===== config.mk =====
export PLATFORM = sky130hd
export DESIGN_NAME = dram_arbiter
export DESIGN_NICKNAME = d
export VERILOG_FILES = /design/src/rtl/dram_arb_pkg.sv /design/src/rtl/dram_arbiter_rr_arbiter.sv /design/src/rtl/dram_arbiter.sv
export SDC_FILE = /design/constraint.sdc
export NUM_CORES = 1
export LEC_CHECK = 0
export ABC_AREA = 1
export BUFFER_PORTS_ARGS = -buffer_cell sky130_fd_sc_hd__buf_2
export CAP_MARGIN = 10
export CORE_AREA = 2 2 71 73
export DETAILED_ROUTE_END_ITERATION = 12
export DIE_AREA = 0 0 73 75
export PLACE_DENSITY_LB_ADDON = 0.08
export SLEW_MARGIN = 0
export SYNTH_ARGS = -nofsm -noshare
export SYNTH_HDL_FRONTEND = slang
export SYNTH_SLANG_ARGS = --single-unit

===== constraint.sdc =====
create_clock -name CLK -period 3.2 [get_ports CLK]
set_clock_uncertainty 0.2 [all_clocks]
set_input_delay 0.64 -clock CLK [delete_from_list [all_inputs] [get_ports CLK]]
set_output_delay 0.64 -clock CLK [all_outputs]
set_load 0.005 [all_outputs]

===== src/rtl/dram_arb_pkg.sv =====
// Shared types and constants for the DRAM arbiter slice.
// Requester ids are sized for the largest supported requester count so the
// in-flight record layout does not depend on the instance parameters.
package dram_arb_pkg;

    localparam int NUM_REQ_MAX    = 8;
    localparam int ID_W           = $clog2(NUM_REQ_MAX);
    localparam int RD_LATENCY_MAX = 4;

    // One slot of the read-return pipeline: which requester a read belongs to.
    typedef struct packed {
        logic            valid;
        logic [ID_W-1:0] id;
    } inflight_t;

    // Next requester index after idx, wrapping at modulus.
    function automatic logic [ID_W-1:0] wrap_inc(input logic [ID_W-1:0] idx, input int modulus);
        logic [ID_W:0] nxt;
        nxt = {1'b0, idx} + {{ID_W{1'b0}}, 1'b1};
        wrap_inc = (nxt >= (ID_W+1)'(modulus)) ? {ID_W{1'b0}} : nxt[ID_W-1:0];
    endfunction

endpackage


===== src/rtl/dram_arbiter_rr_arbiter.sv =====
// Combinational round-robin grant selection.
// Scans requests starting at ptr with wrap-around; while lock_active is set
// only lock_id may win. The pointer register lives in the parent.
module rr_arbiter
    import dram_arb_pkg::*;
#(
    parameter int NUM_REQ = 3
) (
    input  logic [NUM_REQ-1:0] req,
    input  logic [ID_W-1:0]    ptr,
    input  logic               lock_active,
    input  logic [ID_W-1:0]    lock_id,
    output logic [NUM_REQ-1:0] grant,
    output logic [ID_W-1:0]    grant_idx,
    output logic               grant_valid
);

    logic [ID_W:0] pos_s;

    // Pick the first requesting index at or after ptr, or the locked owner.
    always_comb begin
        grant       = '0;
        grant_idx   = '0;
        grant_valid = 1'b0;
        pos_s       = '0;
        if (lock_active) begin
            for (int j = 0; j < NUM_REQ; j++) begin
                if (req[j] && (lock_id == ID_W'(j))) begin
                    grant[j]    = 1'b1;
                    grant_idx   = ID_W'(j);
                    grant_valid = 1'b1;
                end else begin
                    grant[j] = grant[j];
                end
            end
        end else begin
            for (int i = 0; i < NUM_REQ; i++) begin
                pos_s = {1'b0, ptr} + (ID_W+1)'(i);
                pos_s = (pos_s >= (ID_W+1)'(NUM_REQ)) ? (pos_s - (ID_W+1)'(NUM_REQ)) : pos_s;
                for (int j = 0; j < NUM_REQ; j++) begin
                    if (!grant_valid && req[j] && (pos_s == (ID_W+1)'(j))) begin
                        grant[j]    = 1'b1;
                        grant_idx   = ID_W'(j);
                        grant_valid = 1'b1;
                    end else begin
                        grant[j] = grant[j];
                    end
                end
            end
        end
    end

endmodule


===== src/rtl/dram_arbiter.sv =====
// Round-robin arbiter sharing one DRAM (one write port, one synchronous read
// port) between NUM_REQ requesters. All DRAM command signals are registered;
// a shift register of depth RD_LATENCY remembers which requester owns each
// outstanding read so the response strobe goes back to the issuer.
// Optional build macro DRAM_ARB_LOCK_EN adds req_lock: a requester granted
// with its lock bit set keeps exclusive access until it drops the bit.
module dram_arbiter
    import dram_arb_pkg::*;
#(
    parameter int NUM_REQ    = 3,
    parameter int ADDR_WIDTH = 4,
    parameter int DATA_WIDTH = 8,
    parameter int RD_LATENCY = 1
) (
    input  logic                          CLK,
    input  logic                          ASYNC_RST,
    input  logic                          SYNC_RST,
    input  logic                          EN,
    input  logic [NUM_REQ-1:0]            req_valid,
    output logic [NUM_REQ-1:0]            req_ready,
    input  logic [NUM_REQ-1:0]            req_we,
    input  logic [NUM_REQ*ADDR_WIDTH-1:0] req_addr,
    input  logic [NUM_REQ*DATA_WIDTH-1:0] req_wdata,
`ifdef DRAM_ARB_LOCK_EN
    input  logic [NUM_REQ-1:0]            req_lock,
`endif
    output logic [NUM_REQ-1:0]            rsp_valid,
    output logic [DATA_WIDTH-1:0]         rsp_rdata,
    output logic                          dram_en,
    output logic                          wren,
    output logic [ADDR_WIDTH-1:0]         wraddr,
    output logic [DATA_WIDTH-1:0]         wrdata,
    output logic [ADDR_WIDTH-1:0]         rdaddr,
    input  logic [DATA_WIDTH-1:0]         rddata
);

    logic [NUM_REQ-1:0]    grant_s;
    logic [ID_W-1:0]       grant_idx_s;
    logic                  grant_valid_s;
    logic [ID_W-1:0]       ptr_r;
    logic                  lock_active_s;
    logic [ID_W-1:0]       lock_id_s;
    logic                  sel_we_s;
    logic [ADDR_WIDTH-1:0] sel_addr_s;
    logic [DATA_WIDTH-1:0] sel_wdata_s;
    inflight_t             push_s;
    inflight_t             head_s;
    inflight_t [RD_LATENCY-1:0] pipe_r;
    logic [NUM_REQ-1:0]    rsp_hot_s;

    // Masking requests with EN means a disabled cycle yields no grant at all.
    rr_arbiter #(
        .NUM_REQ     (NUM_REQ)
    ) u_rr (
        .req         (req_valid & {NUM_REQ{EN}}),
        .ptr         (ptr_r),
        .lock_active (lock_active_s),
        .lock_id     (lock_id_s),
        .grant       (grant_s),
        .grant_idx   (grant_idx_s),
        .grant_valid (grant_valid_s)
    );

    assign req_ready = grant_s;
    assign dram_en   = EN;
    assign head_s    = pipe_r[RD_LATENCY-1];

`ifdef DRAM_ARB_LOCK_EN
    logic            lock_r;
    logic [ID_W-1:0] lock_id_r;
    logic            lock_held_s;
    logic            grant_lock_s;

    // Is the lock owner still asserting its lock, and does this grant take one.
    always_comb begin
        lock_held_s  = 1'b0;
        grant_lock_s = 1'b0;
        for (int j = 0; j < NUM_REQ; j++) begin
            lock_held_s  = lock_held_s | (req_lock[j] & (lock_id_r == ID_W'(j)));
            grant_lock_s = grant_lock_s | (req_lock[j] & grant_s[j]);
        end
    end

    // The lock is effective only while the owner keeps its bit high, so the
    // cycle it falls is already arbitrated round-robin from owner+1.
    assign lock_active_s = lock_r & lock_held_s;
    assign lock_id_s     = lock_id_r;

    // Lock ownership register.
    always_ff @(posedge CLK or posedge ASYNC_RST) begin
        if (ASYNC_RST) begin
            lock_r    <= 1'b0;
            lock_id_r <= '0;
        end else if (SYNC_RST) begin
            lock_r    <= 1'b0;
            lock_id_r <= '0;
        end else if (EN) begin
            if (grant_valid_s && grant_lock_s) begin
                lock_r    <= 1'b1;
                lock_id_r <= grant_idx_s;
            end else if (!lock_active_s) begin
                lock_r    <= 1'b0;
            end
        end
    end
`else
    assign lock_active_s = 1'b0;
    assign lock_id_s     = '0;
`endif

    // AND-OR mux of the granted requester's command fields.
    always_comb begin
        sel_we_s    = 1'b0;
        sel_addr_s  = '0;
        sel_wdata_s = '0;
        for (int j = 0; j < NUM_REQ; j++) begin
            sel_we_s    = sel_we_s | (req_we[j] & grant_s[j]);
            sel_addr_s  = sel_addr_s | (req_addr[j*ADDR_WIDTH +: ADDR_WIDTH] & {ADDR_WIDTH{grant_s[j]}});
            sel_wdata_s = sel_wdata_s | (req_wdata[j*DATA_WIDTH +: DATA_WIDTH] & {DATA_WIDTH{grant_s[j]}});
        end
    end

    // Decode the pipeline head into a one-hot response strobe.
    always_comb begin
        push_s.valid = grant_valid_s & ~sel_we_s;
        push_s.id    = grant_idx_s;
        rsp_hot_s    = '0;
        for (int j = 0; j < NUM_REQ; j++) begin
            rsp_hot_s[j] = head_s.valid & (head_s.id == ID_W'(j));
        end
    end

    // Round-robin pointer: the index after the last winner. While a lock is
    // held this already points past the owner, which is where scanning must
    // resume once the lock falls.
    always_ff @(posedge CLK or posedge ASYNC_RST) begin
        if (ASYNC_RST) begin
            ptr_r <= '0;
        end else if (SYNC_RST) begin
            ptr_r <= '0;
        end else if (grant_valid_s) begin
            ptr_r <= wrap_inc(grant_idx_s, NUM_REQ);
        end
    end

    // Registered DRAM command port; everything holds while EN is low.
    always_ff @(posedge CLK or posedge ASYNC_RST) begin
        if (ASYNC_RST) begin
            wren   <= 1'b0;
            wraddr <= '0;
            wrdata <= '0;
            rdaddr <= '0;
        end else if (SYNC_RST) begin
            wren   <= 1'b0;
            wraddr <= '0;
            wrdata <= '0;
            rdaddr <= '0;
        end else if (EN) begin
            if (grant_valid_s && sel_we_s) begin
                wren   <= 1'b1;
                wraddr <= sel_addr_s;
                wrdata <= sel_wdata_s;
            end else begin
                wren <= 1'b0;
                if (grant_valid_s) begin
                    rdaddr <= sel_addr_s;
                end
            end
        end
    end

    // In-flight read tracking; one slot per DRAM read-latency cycle.
    always_ff @(posedge CLK or posedge ASYNC_RST) begin
        if (ASYNC_RST) begin
            pipe_r <= '0;
        end else if (SYNC_RST) begin
            pipe_r <= '0;
        end else if (EN) begin
            pipe_r[0] <= push_s;
            for (int i = 1; i < RD_LATENCY; i++) begin
                pipe_r[i] <= pipe_r[i-1];
            end
        end
    end

    // Registered read response; data bus keeps its last value between strobes.
    always_ff @(posedge CLK or posedge ASYNC_RST) begin
        if (ASYNC_RST) begin
            rsp_valid <= '0;
            rsp_rdata <= '0;
        end else if (SYNC_RST) begin
            rsp_valid <= '0;
            rsp_rdata <= '0;
        end else if (EN) begin
            rsp_valid <= rsp_hot_s;
            if (head_s.valid) begin
                rsp_rdata <= rddata;
            end
        end else begin
            rsp_valid <= '0;
        end
    end

endmodule


==> run summary, run 1 <==
Synth top area share - 38.3%
Vias in the first global route - 1992
F_max - 320 MHz
Hold Slack - 230 ps
Synth Area in Compound Gates - 7.61%
Cts hold-fix bufs - 0
Gate power share - 49.2%
CP Capture Type - output pin
RSZ-0062 raised after global routing - yes
Residual DRC - 0
Setup TNS - 0 ps
Pwr dens - 718 mW/mm^2
Max_slew headroom - 70.5%
Adder and majority cell fraction of the synthesized area - 6.20%
Worst path slowest cell - dfrtp_2
Cell Int Power - 1.24 mW
Register area share after synthesis - 38.3%
Cell taking the most area after synthesis - dfrtp_1
Yosys reg bits - 34
Synth area leaders - dfrtp_1, nand2_1, nand3_1, ha_1, inv_1
Most frequent cell after synthesis - nand2_1
Clock tree buffer depth - 2
Synth Warn # - 0
1st-pass router iterations - 4
Reg clk slew, reported paths - 70 ps
Area Overhead vs Synth - 30.9%
Num CTS Buffers - 5
Initial antenna violation count - 0
Share of cells above drive strength 1 - 33.7%
Tmin final - 3120 ps
Leak Pwr - 1.66 nW
Final Hold Fails - 0
Die H - 75 um
Max cap viols - 0
Clock share of power - 23.1%
CTS root buffer - clkbuf_8
WL final - 6.07 mm
Prevailing post-synth register cell - dfrtp_1
Site Rows - 25
Critical setup path kind - flip-flop to output pin
Slew @ Worst Pin - 442 ps
Post-synthesis mux area share - 0%
Critical Path Max Stage Delay - 440 ps
I/O Buffers - 85
Vias after detailed routing - 2286
GRT Residual Overflow - 0
Critical Path RT - 2360 ps
Startpoint types - flip-flop
Period utilization - 97.6%
H-tree Lvls - 2
Final setup viols - 0
Sw Share - 40.6%
CTS tree - built
CP arrival - 2280 ps
DR iter-0 viols - 144
Synth unique cells - 34
Clk Latency, worst-skew pair - 290 ps
Synth Net Count - 366
Placeable Area - 0.00466 sq mm
First-pass GRT wire length - 9.19 mm
Slew Limit Fails - 0
Reg power frac - 27.7%
Diode count - 0
Largest family of logic cells by synthesized area - simple AND/OR/NAND/NOR gates
Area share of xor/xnor cells in the synthesized design - 0.395%
Clk sinks - 34
Post-synth EDFFs - 0
Commonest cells post-synth - nand2_1, nand3_1, dfrtp_1
Post-DR vias/cell - 5.09
Final #Nets - 459
Worst setup margin - 78.3 ps
Initial cell density of the core - 47.6%
Post-detail-place hpwl - 4.38 mm
Hold WC Path Type - primary input to async pin
Start point of the critical path - ptr_r[0]$_DFFE_PP0P_
P_sw - 847 uW
Largest net degree at the start of global routing - 35
Post-Syn Instances - 301
ANT nets after route - 0
Placer Congestion - 0.842
Peak VDD IR - 0.312 mV
Synth async-reset ratio - 100%
Reg2reg path depth - 16
Maximum fanout along the worst path - 5
Routed length per instance - 13.5 um
Simple-gate share of the synthesized area - 39.2%
DP Worst Slack - 248 ps
Syn Area/Cell - 7.37 sq um
Reg2reg start - ptr_r[0]$_DFFE_PP0P_
GRT Resource Usage Total - 21.9%
Ordered list of cells on the worst path - ha_1 > inv_1 > ha_4 > inv_1 > nand3_1 > nand3_1 > o21ai_0 > nand2_1 > nand2_2 > nor2_4 > nand4_4 > nand2_2 > buf_2
Die Width - 73 um
Mapped cell area - 0.00222 sq mm
Die area - 0.00548 sq mm
Status - completed
# IOs - 86
[timing repair]
action                     4_1_cts  5_1_grt
setup endpoints to repair        2       14
buffers inserted                 2        4
pin swaps                        2        3
resized for setup                4        6
hold endpoints to repair         0        0
[power groups by stage]
stage,combinational [mW],clock (mW),sequential [mW]
2_1_floorplan,0.681,0,0.586
3_3_place_gp,0.917,0,0.588
3_5_place_dp,0.924,0,0.590
4_1_cts,0.956,0.492,0.585
5_1_grt,1.14,0.504,0.592
6_report,1.03,0.483,0.579
[per-layer routing]
| metal | up-vias | global-route usage, % | wire length, um |
|---|---|---|---|
| met1 | 1075 | 29.7 | 2650 |
| met3 | 8 | 5.09 | 312 |
| met5 | - | 0 | 0 |
| met4 | 0 | 8.02 | 88 |
| met2 | 52 | 34.3 | 3020 |
| li1 | 1151 | - | - |
[per-stage QoR]
| step | cells | instance area (sq um) | power, mW | utilization, % |
|---|---|---|---|---|
| after floorplan | 301 | 2220 | 1.27 | - |
| after global placement | 435 | 2670 | 1.51 | 57.4 |
| after detailed placement | 435 | 2670 | 1.51 | 57.4 |
| after CTS | 445 | 2840 | 2.03 | 60.9 |
| after global routing | 449 | 2910 | 2.24 | 62.4 |
| final | 449 | 2910 | 2.09 | 62.4 |
[critical path, delay by kind of cell, from the launching register on]
family                   cells  cell delay [ps]
buffers and inverters        3              310
flip-flops                   1              440
adder cells (fa/ha/maj)      2              450
AO/OA/AOI/OAI                1               70
AND/OR/NAND/NOR              7              720
[state kept, by name, indices dropped and copies added (netlist names)]
name       count
head_s         3
wraddr         4
ptr_r          3
wrdata         8
rsp_rdata      8
wren           1
rsp_valid      3
rdaddr         4
[cell families (layout without fill, tap and decap cells)]
kind of cell / after synthesis / in the layout
buf+inv: 37 / 131
simple gates: 190 / 190
compound gates: 28 / 28
flops: 34 / 34
fa+ha+maj: 11 / 11
xor+xnor: 1 / 1
[layout make-up]
cell class | count | area [sq um]
Fill cell | 447 | 1750
Multi-Input combinational cell | 230 | 1220
Sequential cell | 34 | 853
Timing Repair Buffer | 97 | 528
Inverter | 26 | 100
Clock buffer | 5 | 68.8
Clock inverter | 3 | 68.8
Tap cell | 54 | 67.6
[cells in the final DEF (no fill, tap or decap), types with 3 or more instances in the layout]
cell and instances:
nand4_1 3, buf_2 85, a21oi_1 5, inv_1 24, nand2_2 5, buf_4 11
nand2_1 108, nor2_1 19, o21ai_0 11, a21boi_0 4, nand3_2 3, ha_1 9
nand3_1 38, clkbuf_8 5, dfrtp_1 32
[final timing paths]
kind	slack, ps	to
max reg2reg	280	wraddr[0]$_DFFE_PP0P_
max in group asynchronous	2230	ptr_r[0]$_DFFE_PP0P_
max	80	req_ready[2]
min reg2reg	270	wrdata[0]$_DFFE_PP0P_
min	230	wraddr[0]$_DFFE_PP0P_
min in group CLK	270	wrdata[0]$_DFFE_PP0P_
Power figures use the tool's default switching activity.
==> inputs of run 2 (changes only) <==
--- a/config.mk
+++ b/config.mk
@@ -8,10 +8,13 @@
 export ABC_AREA = 1
 export BUFFER_PORTS_ARGS = -buffer_cell sky130_fd_sc_hd__buf_2
 export CAP_MARGIN = 10
-export CORE_AREA = 2 2 71 73
+export CELL_PAD_IN_SITES_DETAIL_PLACEMENT = 0
+export CELL_PAD_IN_SITES_GLOBAL_PLACEMENT = 1
+export CORE_AREA = 2 2 84 86
 export DETAILED_ROUTE_END_ITERATION = 12
-export DIE_AREA = 0 0 73 75
+export DIE_AREA = 0 0 86 88
 export PLACE_DENSITY_LB_ADDON = 0.08
+export RECOVER_POWER = 50
 export SLEW_MARGIN = 0
 export SYNTH_ARGS = -nofsm -noshare
 export SYNTH_HDL_FRONTEND = slang
==> run 2 against run 1 <==
  * The run now ends with capacitance limit, slew limit left
  * Sequential cell count is the same
  * Worst hold slack better by 39 ps
  * Sequential share of layout area shrank 0.25 points
  * Register-to-register slack improved by 90 ps
  * Clock power down 19%
  * Critical path type unchanged
  * Non-clock buffer count rose by 3
  * Largest power group unchanged
  * Power is 3.8% lower
==> run summary, run 2 (synthesized netlist as in run 1, its figures left out) <==
Status - finished, violations left
CP arrival - 2220 ps (-60 ps)
Post-detail-place hpwl - 4.75 mm (+8.5%)
Period utilization - 95.6% (-2.0 points)
Critical setup path kind - flip-flop to output pin
Routed length per instance - 13.1 um (-3.2%)
Num CTS Buffers - 5 (unchanged)
Setup TNS - 0 ps (unchanged)
Final #Nets - 462 (+0.65%)
Placer Congestion - 0.806 (-4.3%)
WP buf/inv - 2 (-1)
Clk Latency, worst-skew pair - 290 ps (about the same)
Final setup viols - 0 (unchanged)
Vias after detailed routing - 2264 (-0.96%)
Worst setup margin - 142 ps (+63.3 ps)
I/O Buffers - 85 (unchanged)
Largest regs - rsp_rdata (8), wrdata (8)
Post-DR vias/cell - 4.73 (-7.2%)
Peak VDD IR - 0.234 mV (-25%)
Clock tree buffer depth - 2 (unchanged)
Slew Limit Fails - 35 (+35)
Tot Pwr - 2.01 mW (-3.8%)
Max cap viols - 1 (+1)
CTS root buffer - clkbuf_8
Site Rows - 30 (+20%)
CP Capture Type - output pin
Grt peak-use layer - met2
Area used by multi-input combinational logic - 0.00124 sq mm (+1.4%)
Final Hold Fails - 0 (unchanged)
Share of cells above drive strength 1 - 33.4% (-0.25 points)
Slew @ Worst Pin - 1890 ps (+1450 ps)
# IOs - 86 (unchanged)
Startpoint types - flip-flop
M1 GR Usage - 23.0% (-6.8 points)
Vias in the first global route - 2140 (+7.4%)
F_max - 327 MHz (+2.1%)
DP Worst Slack - 256 ps (+7.87 ps)
Critical Path RT - 2360 ps (about the same)
Die area - 0.00757 sq mm (+38%)
Failing checks - capacitance limit, slew limit
R2r setup slk - 370 ps (+90 ps)
Largest net degree at the start of global routing - 35 (unchanged)
Register area - 853 sq um (unchanged)
Die Width - 86 um (+18%)
Area Overhead vs Synth - 32.1%
CTS tree - built
Max_slew headroom - -26.1% (-97 points)
ANT nets after route - 0 (unchanged)
Commonest non-fill, non-tap cell in the layout - nand2_1
Maximum fanout along the worst path - 6 (+1)
Critical Path Max Stage Delay - 470 ps (+30 ps)
Grt met2 use - 27.3% (-7.0 points)
Reg clk slew, reported paths - 70 ps (about the same)
Tmin final - 3060 ps (-63.3 ps)
Pwr dens - 685 mW/mm^2 (-4.6%)
Die H - 88 um (+17%)
1st-pass router iterations - 4 (unchanged)
Clk sinks - 34 (unchanged)
DR iter-0 viols - 82 (-43%)
WL final - 6.26 mm (+3.3%)
Layout fillers - 736 (+65%)
Initial antenna violation count - 0 (unchanged)
Hold WC Path Type - flip-flop to flip-flop
Residual DRC - 0 (unchanged)
GRT Residual Overflow - 0 (unchanged)
Initial cell density of the core - 33.4% (-14 points)
Placeable Area - 0.00664 sq mm (+43%)
Leak Pwr - 1.64 nW (-1.2%)
Cts hold-fix bufs - 0 (unchanged)
Worst path slowest cell - dfrtp_2
H-tree Lvls - 2 (unchanged)
GRT Resource Usage Total - 16.9% (-4.9 points)
Crit path max-delay family - simple AND/OR/NAND/NOR gates
First-pass GRT wire length - 10.2 mm (+11%)
Commonest cells after routing, fill and taps aside - nand2_1, buf_2, nand3_1, dfrtp_1, inv_1
Grt met3 use - 3.30% (-1.8 points)
Ordered list of cells on the worst path - ha_4 > inv_1 > ha_4 > nand2_1 > nand2_2 > nor2_1 > o21ai_2 > nand3_2 > nor2_4 > nand3_2 > nand2_2 > buf_2
==> run 2: path summary, 6_finish.rpt <==
path | start | end | cells past startpoint
max in group asynchronous | ASYNC_RST | ptr_r[1]$_DFFE_PP0P_ | 3
max reg2reg | ptr_r[0]$_DFFE_PP0P_ | wrdata[4]$_DFFE_PP0P_ | 14
min reg2reg | wrdata[3]$_DFFE_PP0P_ | wrdata[3]$_DFFE_PP0P_ | 2
max | ptr_r[0]$_DFFE_PP0P_ | req_ready[1] | 12
min in group asynchronous | ASYNC_RST | wraddr[0]$_DFFE_PP0P_ | 3
min | wrdata[3]$_DFFE_PP0P_ | wrdata[3]$_DFFE_PP0P_ | 2
==> run 2: layout make-up <==
cell class | instances | area share (%)
multi-input cells | 230 | 42.2
clock inverters | 1 | 1.02
diodes | 1 | 0.0854
inverters | 26 | 3.41
well taps | 80 | 3.41
flip-flops and latches | 34 | 29.1
repair buffers | 100 | 18.1
clock buffers | 7 | 2.60
==> run 2: through the flow <==
step / hold slack, ps / util, % / cells / area (sq um)
3_5_place_dp: 247 / 41.0 / 463 / 2720
5_1_grt: 290 / 44.1 / 478 / 2930
2_1_floorplan: 231 / - / 301 / 2220
3_3_place_gp: 251 / 41.0 / 463 / 2720
6_report: 268 / 44.1 / 479 / 2930
4_1_cts: 261 / 42.8 / 471 / 2850
==> run 2: power breakdown <==
| group | internal, mW | total (mW) | switching, mW |
|---|---|---|---|
| combinational | 0.419 | 1.03 | 0.613 |
| clock | 0.233 | 0.390 | 0.156 |
| sequential | 0.519 | 0.588 | 0.0685 |
| total | 1.17 | 2.01 | 0.838 |
==> run 2: layer usage <==
metal  wire length (um)  share of wire (%)  vias to the layer above
met3                358                5.7                        9
met5                  0                  0                        -
met4                112                1.8                        0
li1                   -                  -                     1158
met2               2900                 46                       64
met1               2890                 46                     1033
==> run 2: timing repair <==
item | 4_1_cts | 5_1_grt
buffers inserted | 0 | 7
pin swaps | 0 | 5
endpoints found under the setup margin | 1 | 5
resized for setup | 4 | 9
==> run 2: worst reg2reg max path: stages, from the launching register on <==
cell and delay (ps):
dfrtp_2 470, inv_4 130, ha_2 320, o21ai_2 200, nand4_1 220, nand3_2 160, nor2_4 70, nand2_1 70
nand3_2 100, buf_4 150, nand2_2 100, nand3_4 140, nor2_4 280, nand2_1 90, nand2_1 80
==> inputs of run 3 (changes only) <==
--- a/config.mk
+++ b/config.mk
@@ -10,12 +10,13 @@
 export CAP_MARGIN = 10
 export CELL_PAD_IN_SITES_DETAIL_PLACEMENT = 0
 export CELL_PAD_IN_SITES_GLOBAL_PLACEMENT = 1
-export CORE_AREA = 2 2 84 86
+export CORE_AREA = 2 2 88 90
 export DETAILED_ROUTE_END_ITERATION = 12
-export DIE_AREA = 0 0 86 88
+export DIE_AREA = 0 0 90 92
 export PLACE_DENSITY_LB_ADDON = 0.08
 export RECOVER_POWER = 50
 export SLEW_MARGIN = 0
 export SYNTH_ARGS = -nofsm -noshare
 export SYNTH_HDL_FRONTEND = slang
+export SYNTH_HIERARCHICAL = 1
 export SYNTH_SLANG_ARGS = --single-unit
==> run 3 against run 2 <==
  * Global-route usage barely moved
  * Register-to-register slack lost 70 ps
  * Largest cell class unchanged
  * Sequential power decreased by 19%
  * Worst setup slack worse by 43 ps
  * The run now ends clean
==> run summary, run 3 <==
Max_slew headroom - 34.9% (+61 points)
# IOs - 86 (unchanged)
Slew @ Worst Pin - 977 ps (-916 ps)
Reg2reg path depth - 17 (+3)
Die H - 92 um (+4.5%)
Commonest non-fill, non-tap cell in the layout - nand2_1
Die Width - 90 um (+4.7%)
Placeable Area - 0.00745 sq mm (+12%)
GRT Resource Usage Total - 16.9% (about the same)
Post-synth EDFFs - 0 (unchanged)
Reg clk slew, reported paths - 70 ps (about the same)
CTS root buffer - clkbuf_8
Register area share after synthesis - 36.1% (-2.3 points)
F_max - 322 MHz (-1.4%)
Synth async-reset ratio - 100% (unchanged)
Pwr dens - 367 mW/mm^2 (-46%)
Diode count - 0 (-1)
H-tree Lvls - 2 (unchanged)
Num CTS Buffers - 5 (unchanged)
Synth Warn # - 6 (+6)
Final setup viols - 0 (unchanged)
Largest net degree at the start of global routing - 20 (-43%)
Worst setup margin - 98.2 ps (-43.4 ps)
Vias after detailed routing - 2546 (+12%)
RSZ-0062 raised after global routing - yes
Period utilization - 96.9% (+1.4 points)
Share of cells above drive strength 1 - 31.9% (-1.5 points)
Layout fillers - 855 (+16%)
1st-pass router iterations - 4 (unchanged)
Yosys reg bits - 35 (+2.9%)
R2r setup slk - 300 ps (-70 ps)
Critical Path RT - 2360 ps (about the same)
Synth top area share - 36.1% (-2.3 points)
ANT nets after route - 0 (unchanged)
Prevailing post-synth register cell - dfrtp_1
Synth unique cells - 30 (-12%)
CTS tree - built
DP Worst Slack - 62.6 ps (-193 ps)
Clock tree buffer depth - 2 (unchanged)
Hold WC Path Type - primary input to async pin
Syn Area/Cell - 6.82 sq um (-7.5%)
Routed length per instance - 11.9 um (-9.0%)
Vias in the first global route - 2532 (+18%)
Initial antenna violation count - 0 (unchanged)
I/O Buffers - 85 (unchanged)
Final Hold Fails - 0 (unchanged)
Slew Limit Fails - 0 (-100%)
GRT Residual Overflow - 0 (unchanged)
WL final - 6.77 mm (+8.1%)
Tmin final - 3100 ps (+43.4 ps)
Leak Pwr - 1.88 nW (+15%)
Mapped cell area - 0.00243 sq mm (+9.4%)
Status - completed
Peak VDD IR - 0.160 mV (-32%)
First-pass GRT wire length - 11.4 mm (+12%)
Startpoint types - flip-flop
Post-DR vias/cell - 4.47 (-5.3%)
Post-Syn Instances - 356 (+18%)
Critical setup path kind - flip-flop to output pin
Site Rows - 32 (+6.7%)
R2r endpoint - wraddr[1]$_DFFE_PP0P_
Residual DRC - 0 (unchanged)
CP arrival - 2260 ps (+40 ps)
Area Overhead vs Synth - 36.9%
Fin util - 44.6% (+0.52 points)
Clk sinks - 35 (+2.9%)
Commonest cells post-synth - nand2_1, nand3_1, inv_1
Placer Congestion - 0.790 (-1.9%)
Max cap viols - 0 (-1)
Initial cell density of the core - 32.6% (-0.80 points)
Clk Latency, worst-skew pair - 290 ps (about the same)
Final #Nets - 531 (+15%)
DR iter-0 viols - 83 (+1.2%)
Die area - 0.00828 sq mm (+9.4%)
Placed Instances - 553 (+19%)
Largest regs - rsp_rdata (8), wrdata (8)
Maximum fanout along the worst path - 9 (+3)
Commonest cells after routing, fill and taps aside - nand2_1, buf_2, nand3_1, inv_1, dfrtp_1
CP Capture Type - output pin
Hold Slack - 238 ps (-30.4 ps)
Post-detail-place hpwl - 5.30 mm (+11%)
Post-Layout Cell Count - 569 (+19%)
Reg2reg start - ptr_r[1]$_DFFE_PP0P_
Tot Pwr - 1.22 mW (-39%)
Synth area leaders - dfrtp_1, nand2_1, nand3_1, inv_1, ha_1
Most frequent cell after synthesis - nand2_1
Cell taking the most area after synthesis - dfrtp_1
run 3: cell types whose count changed after synthesis, sizes merged, moves of 2 or more:
cell	delta
nor3	+2
nand4	+10
inv	+13
a21oi	+5
nand2	+31
or2	-2
o21a	-2
conb	+2
a21boi	-4
nor2	+2
o21ai	-2
nand3	-2
run 3: worst max-delay path by stage:
stage,start,endpoint,slack (ps),cells after the start
2_1_floorplan,ptr_r[0]$_DFFE_PP0P_,rdaddr[0]$_DFFE_PP0P_,360,20
3_3_place_gp,ptr_r[1]$_DFFE_PP0P_,req_ready[0],80,13
3_5_place_dp,ptr_r[1]$_DFFE_PP0P_,req_ready[0],60,11
4_1_cts,ptr_r[0]$_DFFE_PP0P_,req_ready[2],9,15
5_1_grt,ptr_r[0]$_DFFE_PP0P_,req_ready[2],-80,15
6_report,ptr_r[1]$_DFFE_PP0P_,req_ready[2],100,13
run 3: worst max-delay path: stages (launching register included):
cell and delay (ps):
dfrtp_2 460, buf_12 140, ha_4 240, o21ai_0 190, nand3_1 140, nor2_4 150
nor2_4 60, nand3_1 80, nor2_1 60, nor2_1 100, nand2_1 70, nand2_2 70
nand2_2 70, buf_2 130
run 3: timing repair:
action / CTS / global route
buffers inserted: 5 / 3
setup endpoints to repair: 3 / 7
cloned: 0 / 0
hold buffers: 0 / 0
pin swaps: 9 / 9
resized for setup: 18 / 17
endpoints found under the hold margin: 0 / 0
run 3: final cells by class:
class                      count  area [sq um]  area share, %
tap                          102           128           3.84
timing repair buffer         102           562           16.9
inverter                      39           151           4.55
clock buffer                   6          82.6           2.48
sequential                    35           878           26.4
clock inverter                 2          35.0           1.05
multi-input combinational    283          1490           44.7
run 3: routing by layer:
metal | part of all wire [%] | vias to the layer above | track usage, %
met5 | 0 | - | 0
met2 | 47 | 74 | 29.1
met1 | 44 | 1128 | 20.9
li1 | - | 1336 | -
met4 | 0.99 | 0 | 4.62
met3 | 7.4 | 8 | 4.68
run 3: power breakdown:
part / internal [mW] / total [mW] / switching, mW
sequential: 0.463 / 0.476 / 0.0130
clock: 0.252 / 0.412 / 0.161
combinational: 0.130 / 0.331 / 0.201
total: 0.845 / 1.22 / 0.374
run 3: kinds of logic (layout without fill, tap and decap cells):
kind of cell             after synthesis  count (layout)  share of synthesized area, %
AO/OA/AOI/OAI                         25              25                          5.72
AND/OR/NAND/NOR                      232             232                          42.8
other                                  2              14                         0.309
flip-flops                            35              35                          36.1
adder cells (fa/ha/maj)               11              11                          5.67
XOR/XNOR                               1               1                         0.361
buffers and inverters                 50             149                          9.07
run 3: through the flow:
stage	instance area (sq um)	TNS, ps
finish	3320	0
global route	3320	-227
CTS	3230	0
detailed placement	3020	0
global placement	3020	0
floorplan	2470	0
